==> src/rtl/mopshub_test_sequencer_pkg.sv <==
// State codes and counter sizing shared by the MOPS-Hub test-phase sequencer.
package mopshub_seq_pkg;

    localparam logic [3:0] ST_ERR = 4'hF;

    typedef enum logic [3:0] {
        SEQ_IDLE        = 4'd0,
        SEQ_TRIM        = 4'd1,
        SEQ_WAIT_SIGNON = 4'd2,
        SEQ_RX          = 4'd3,
        SEQ_ENDWAIT     = 4'd4,
        SEQ_GAP         = 4'd5,
        SEQ_TX          = 4'd6,
        SEQ_ADV         = 4'd7,
        SEQ_NEXT        = 4'd8,
        SEQ_DONE        = 4'd9,
        SEQ_ERR         = ST_ERR
    } seq_state_t;

    // Bits needed to hold every value 0..max_val, never fewer than one.
    function automatic int cnt_width(input int unsigned max_val);
        return (max_val < 2) ? 1 : $clog2(max_val + 1);
    endfunction

endpackage

==> src/rtl/mopshub_test_sequencer_timer.sv <==
// Saturating up-counter with synchronous clear; o_expire is high once the
// count has reached i_limit, and the count then holds instead of wrapping.
module seq_timer #(
    parameter int CNT_W = 8
) (
    input  logic             clk_40_m,
    input  logic             rst,
    input  logic             i_clr,
    input  logic             i_en,
    input  logic [CNT_W-1:0] i_limit,
    output logic             o_expire
);

    logic [CNT_W-1:0] r_cnt;

    always_ff @(posedge clk_40_m) begin
        if (!rst || i_clr) begin
            r_cnt <= '0;
        end else if (i_en && (r_cnt < i_limit)) begin
            r_cnt <= r_cnt + CNT_W'(1);
        end
    end

    assign o_expire = (r_cnt >= i_limit);

endmodule

==> src/rtl/mopshub_test_sequencer.sv <==
// Test-phase sequencer feeding data_generator / mopshub_top, with per-phase watchdog.
// Define MOPSHUB_SEQ_LOOP_EN to walk bus_sel through all N_BUSES before finishing.
module mopshub_test_sequencer
    import mopshub_seq_pkg::*;
#(
    parameter logic [4:0]  N_BUSES        = 5'd1,
    parameter int unsigned TX_GAP_CYCLES  = 120,
    parameter int unsigned ENDWAIT_CYCLES = 1,
    parameter int unsigned TIMEOUT_CYCLES = 2**20
) (
    input  logic       clk_40_m,
    input  logic       rst,
    input  logic       trim_req,
    input  logic       adv_req,
    input  logic       end_power_init,
    input  logic       sign_on_sig,
    input  logic       test_rx_end,
    input  logic       test_tx_end,
    input  logic       costum_msg_end,
    output logic       osc_auto_trim_mopshub,
    output logic       test_rx,
    output logic       test_tx,
    output logic       test_advanced,
    output logic       endwait_all,
    output logic [4:0] bus_sel,
    output logic [3:0] phase,
    output logic       done,
    output logic       timeout_err
);

    localparam int unsigned GAP_MAX = (TX_GAP_CYCLES > ENDWAIT_CYCLES) ? TX_GAP_CYCLES : ENDWAIT_CYCLES;
    localparam int GT_W = cnt_width(GAP_MAX);
    localparam int WD_W = cnt_width(TIMEOUT_CYCLES);
    localparam logic [GT_W-1:0] EW_LIMIT  = GT_W'(ENDWAIT_CYCLES - 1);
    localparam logic [GT_W-1:0] GAP_LIMIT = (TX_GAP_CYCLES == 0) ? '0 : GT_W'(TX_GAP_CYCLES - 1);
    localparam logic [WD_W-1:0] WD_LIMIT  = WD_W'(TIMEOUT_CYCLES - 1);

    if (N_BUSES == 5'd0 || ENDWAIT_CYCLES == 0 || TIMEOUT_CYCLES == 0) begin : g_param_check
        $error("mopshub_test_sequencer: N_BUSES, ENDWAIT_CYCLES and TIMEOUT_CYCLES must be nonzero");
    end

    seq_state_t      r_state;
    seq_state_t      w_next;
    logic [4:0]      w_bus;
    logic            w_state_chg;
    logic            w_gap_en;
    logic            w_gap_exp;
    logic [GT_W-1:0] w_gap_limit;
    logic            w_wd_en;
    logic            w_wd_exp;

    logic            r_trim;
    logic            r_rx;
    logic            r_tx;
    logic            r_adv;
    logic            r_endwait;
    logic [4:0]      r_bus_sel;
    logic [3:0]      r_phase;
    logic            r_done;
    logic            r_timeout;

`ifdef MOPSHUB_SEQ_LOOP_EN
    logic [4:0] r_bus;
    logic       w_more_buses;

    assign w_more_buses = (({1'b0, r_bus} + 6'd1) < {1'b0, N_BUSES});

    // Bus index only moves in NEXT, so it stays frozen through ERR and DONE.
    always_ff @(posedge clk_40_m) begin
        if (!rst) begin
            r_bus <= '0;
        end else if (r_state == SEQ_NEXT && w_more_buses) begin
            r_bus <= r_bus + 5'd1;
        end
    end

    assign w_bus = r_bus;
`else
    assign w_bus = 5'd0;
`endif

    // Exit strobes are tested before watchdog expiry so a coincident strobe wins.
    always_comb begin
        w_next = r_state;
        unique case (r_state)
            SEQ_IDLE:        w_next = trim_req ? SEQ_TRIM : SEQ_WAIT_SIGNON;
            SEQ_TRIM:        if (end_power_init) w_next = SEQ_WAIT_SIGNON;
                             else if (w_wd_exp)  w_next = SEQ_ERR;
            SEQ_WAIT_SIGNON: if (sign_on_sig)    w_next = SEQ_RX;
                             else if (w_wd_exp)  w_next = SEQ_ERR;
            SEQ_RX:          if (test_rx_end)    w_next = SEQ_ENDWAIT;
                             else if (w_wd_exp)  w_next = SEQ_ERR;
            SEQ_ENDWAIT:     if (w_gap_exp)      w_next = SEQ_GAP;
            SEQ_GAP:         if (w_gap_exp)      w_next = SEQ_TX;
            SEQ_TX:          if (test_tx_end)    w_next = adv_req ? SEQ_ADV : SEQ_NEXT;
                             else if (w_wd_exp)  w_next = SEQ_ERR;
            SEQ_ADV:         if (costum_msg_end) w_next = SEQ_NEXT;
                             else if (w_wd_exp)  w_next = SEQ_ERR;
`ifdef MOPSHUB_SEQ_LOOP_EN
            SEQ_NEXT:        w_next = w_more_buses ? SEQ_WAIT_SIGNON : SEQ_DONE;
`else
            SEQ_NEXT:        w_next = SEQ_DONE;
`endif
            SEQ_DONE:        w_next = SEQ_DONE;
            SEQ_ERR:         w_next = SEQ_ERR;
            default:         w_next = SEQ_IDLE;
        endcase
    end

    always_ff @(posedge clk_40_m) begin
        if (!rst) begin
            r_state <= SEQ_IDLE;
        end else begin
            r_state <= w_next;
        end
    end

    assign w_state_chg = (w_next != r_state);
    assign w_gap_en    = (r_state == SEQ_ENDWAIT) || (r_state == SEQ_GAP);
    assign w_gap_limit = (r_state == SEQ_ENDWAIT) ? EW_LIMIT : GAP_LIMIT;
    assign w_wd_en     = (r_state == SEQ_TRIM) || (r_state == SEQ_WAIT_SIGNON) ||
                         (r_state == SEQ_RX)   || (r_state == SEQ_TX) || (r_state == SEQ_ADV);

    seq_timer #(.CNT_W(GT_W)) u_gap_timer (
        .clk_40_m (clk_40_m),
        .rst      (rst),
        .i_clr    (w_state_chg),
        .i_en     (w_gap_en),
        .i_limit  (w_gap_limit),
        .o_expire (w_gap_exp)
    );

    seq_timer #(.CNT_W(WD_W)) u_wd_timer (
        .clk_40_m (clk_40_m),
        .rst      (rst),
        .i_clr    (w_state_chg),
        .i_en     (w_wd_en),
        .i_limit  (WD_LIMIT),
        .o_expire (w_wd_exp)
    );

    // Outputs decode the current state one clock late so every pin is a flop.
    always_ff @(posedge clk_40_m) begin
        if (!rst) begin
            r_trim    <= 1'b0;
            r_rx      <= 1'b0;
            r_tx      <= 1'b0;
            r_adv     <= 1'b0;
            r_endwait <= 1'b0;
            r_bus_sel <= '0;
            r_phase   <= '0;
            r_done    <= 1'b0;
            r_timeout <= 1'b0;
        end else begin
            r_trim    <= (r_state == SEQ_TRIM);
            r_rx      <= (r_state == SEQ_RX);
            r_tx      <= (r_state == SEQ_TX);
            r_adv     <= (r_state == SEQ_ADV);
            r_endwait <= (r_state == SEQ_ENDWAIT);
            r_bus_sel <= w_bus;
            r_phase   <= r_state;
            r_done    <= (r_state == SEQ_DONE);
            r_timeout <= (r_state == SEQ_ERR);
        end
    end

    assign osc_auto_trim_mopshub = r_trim;
    assign test_rx               = r_rx;
    assign test_tx               = r_tx;
    assign test_advanced         = r_adv;
    assign endwait_all           = r_endwait;
    assign bus_sel               = r_bus_sel;
    assign phase                 = r_phase;
    assign done                  = r_done;
    assign timeout_err           = r_timeout;

endmodule

==> config.mk <==
export PLATFORM = sky130hd
export DESIGN_NAME = mopshub_test_sequencer
export DESIGN_NICKNAME = d
export VERILOG_FILES = /design/src/rtl/mopshub_test_sequencer_pkg.sv /design/src/rtl/mopshub_test_sequencer_timer.sv /design/src/rtl/mopshub_test_sequencer.sv
export SDC_FILE = /design/constraint.sdc
export NUM_CORES = 1
export LEC_CHECK = 0
export BUFFER_PORTS_ARGS = -buffer_cell sky130_fd_sc_hd__buf_2
export CORE_MARGIN = 10
export CORE_UTILIZATION = 50
export DETAILED_ROUTE_END_ITERATION = 8
export PLACE_DENSITY = 0.69
export SLEW_MARGIN = 40
export SYNTH_ARGS = -nofsm -noshare
export SYNTH_HDL_FRONTEND = slang
export SYNTH_SLANG_ARGS = --single-unit
==> constraint.sdc <==
create_clock -name clk_40_m -period 6.25 [get_ports clk_40_m]
set_input_delay 1.5625 -clock clk_40_m [delete_from_list [all_inputs] [get_ports clk_40_m]]
set_output_delay 1.5625 -clock clk_40_m [all_outputs]
set_load 0.02 [all_outputs]
==> results.txt <==
Final Hold Violating Endpoints - 0
RSZ-0062 raised after global routing - no
Routed len/inst - 14.7 um
Full die area - 8260 um2
Clock-pin slew on the worst setup and hold paths - 0.08 ns
Mean post-synth cell area - 8.69 um2
Gate Count Post-Synth - 289
First-pass GRT wire length - 9160 um
Clock Sinks - 43
CP max stage delay - 0.86 ns
Initial antenna violation count - 0
Syn. warnings - 0
Final WS setup - 2.73 ns
Crit-path max FO - 24
Hold Path Class - reg2reg
Clk_lat worst skew - 0.31 ns
Post-synth EDFFs - 0
Count leader, synth - dfxtp_1
Fill cell count - 474
IO Port Bufs - 19
Total grt overflow - 0
Post-Route Utilization - 57.0%
Top post-synthesis cells by count - dfxtp_1 (43), nand2_1 (22), nor2_1 (21), nor3_2 (20), nor3_1 (17)
Starting density of the core - 52.5%
Total of max-cap violations - 0
Peak VDD IR - 0.000153 V
Async S/R FF share, synth - 0%
Fmax - 284 MHz
Yosys reg bits - 43
Hpwl dp - 3850 um
Slew HR - 45.1%
Initial drt markers - 155
Post-route ant nets - 0
Non-filler instance count after layout - 370
FF/Latch Area - 861 um2
Routed via count - 2,156
Kind of critical path - reg2reg
Clock buffer count from CTS - 5
Post-CTS setup buffer count - 0
Post-layout min period - 3.52 ns
Setup TNS - 0 ns
Status - finished, final reports clean
Critical path arrival - 3.69 ns
DRC Markers - 0
Nets - 314
GPL Wtd Cong - 0.889
R2r setup slk - 2.73 ns
Vias in the first global route - 1,960
Worst setup EP type - flip-flop
Post-CTS Resized - 0
CP delay by family, top - simple AND/OR/NAND/NOR gates
Core Region - 4790 um2
Drt pass-1 iters - 4
Lkg Pwr - 0.979 nW
Die width - 90.9 um
Pin count of the biggest net entering global routing - 29
Die Y - 90.9 um
CTS tree - built
Number of H-tree levels - 2
CP Launch Type - flip-flop
Critical path's slowest cell - dfxtp_1
GRT Resource Usage Total - 13.0%
Setup violators final - 0
Area of the multi-input gates - 1500 um2
Layout cells sized above 1 - 19.5%
Period utilisation layout - 56.3%
Area leader, netlist - dfxtp_1
Pwr dens - 245 nW/um2
# IOs - 25
DP Worst Slack - 2.72 ns
WP data required - 6.42 ns
Slew Viols, Final - 0
Post-route design area - 2730 um2
Distinct cells, synth - 57
Area delta synth->final - 8.62%
Placed insts - 362
Synth top area cells - dfxtp_1 (34%), nor3_2 (8.0%), xor2_1 (5.2%)
Buffers plus inverters on the worst setup path - 2
Post-synthesis sequential area ratio - 34.3%
Row count - 25
Final clock skew - 0.0104 ns
Ant. Diodes - 0
Mapped Area - 2510 um2
Post-synth top area share - 34.3%
Synth Flop Type - dfxtp_1
Clock buffer depth - 2
Hold Buf Count CTS - 0
Post-Route WL - 5420 um
CP Cell Sequence - nor4b_4 > inv_1 > ha_1 > nor2b_1 > nor4_1 > nor2_1 > a21o_1 > o211ai_4 > buf_16 > nor3_1
Placed cell area - 2610 um2
Root Buffer - clkbuf_8
Vias/cell - 5.83
Least-Margin Pin Slew - 0.823 ns
-- report_power, final --
group          switching (mW)  internal (mW)  total, mW
registers              0.0163          0.280      0.296
clock network          0.0973          0.129      0.227
logic                  0.0997         0.0467      0.146
total                   0.213          0.456      0.669
-- state kept, by name (all words and copies together), names as in the netlist --
signal / flops
osc_auto_trim_mopshub: 1
phase: 4
test_tx: 1
test_advanced: 1
u_wd_timer.r_cnt: 21
done: 1
r_state: 4
u_gap_timer.r_cnt: 7
timeout_err: 1
endwait_all: 1
test_rx: 1
-- routing by layer --
layer	up-vias	wire length, um	GRT usage [%]
met4	0	64	5.48
met2	75	2530	20.6
met3	7	372	3.24
met1	1021	2460	16.3
li1	1053	-	-
met5	-	0	0
-- cells in the final DEF, fill, tap and decap left out, types with 9 or more instances in the layout --
cell     instances
nor3_2          20
nor3_1          17
xnor2_1          9
nand3_1         16
nor2_1          21
a21oi_1         11
xor2_1          15
dfxtp_1         43
buf_2           19
nand2_1         22
-- worst paths after layout --
| kind | depth (start not counted) | start | endpoint |
|---|---|---|---|
| max | 10 | r_state[2] | u_wd_timer.r_cnt[4] |
| min | 2 | u_wd_timer.r_cnt[19] | u_wd_timer.r_cnt[19] |
| max reg2reg | 10 | r_state[2] | u_wd_timer.r_cnt[4] |
| min reg2reg | 2 | u_wd_timer.r_cnt[19] | u_wd_timer.r_cnt[19] |
-- cells by family (layout without fill, tap and decap cells) --
family,Yosys count,in the layout,synth area share (%)
buf+inv,28,38,6.82
mux,2,2,0.797
flops,43,43,34.3
fa+ha+maj,3,3,1.49
xor+xnor,24,24,8.37
simple gates,141,141,34.2
compound gates,47,47,13.9
other cells,1,5,0.149
-- through the flow --
| step | power (mW) | hold WS (ns) |
|---|---|---|
| after floorplan | 0.428 | 0.474 |
| final | 0.669 | 0.520 |
| after global routing | 0.700 | 0.568 |
| after detailed placement | 0.448 | 0.501 |
| after CTS | 0.676 | 0.521 |
| after global placement | 0.436 | 0.498 |
-- worst register-to-register path, cell delays in order (launching register included) --
cell	delay (ns)
dfxtp_1	0.86
nor4b_4	0.40
inv_1	0.18
ha_1	0.24
nor2b_1	0.15
nor4_1	0.44
nor2_1	0.10
a21o_1	0.21
o211ai_4	0.50
buf_16	0.23
nor3_1	0.07
-- layout make-up --
type                            count  share of cell area (%)
Multi-Input combinational cell    222                    55.1
Sequential cell                    43                    31.5
Timing Repair Buffer               21                    4.77
Tap cell                           67                    3.07
Clock buffer                        6                    3.03
Clock inverter                      2                    1.28
Inverter                            9                    1.24
No activity file was read; power rests on OpenSTA's default activity.
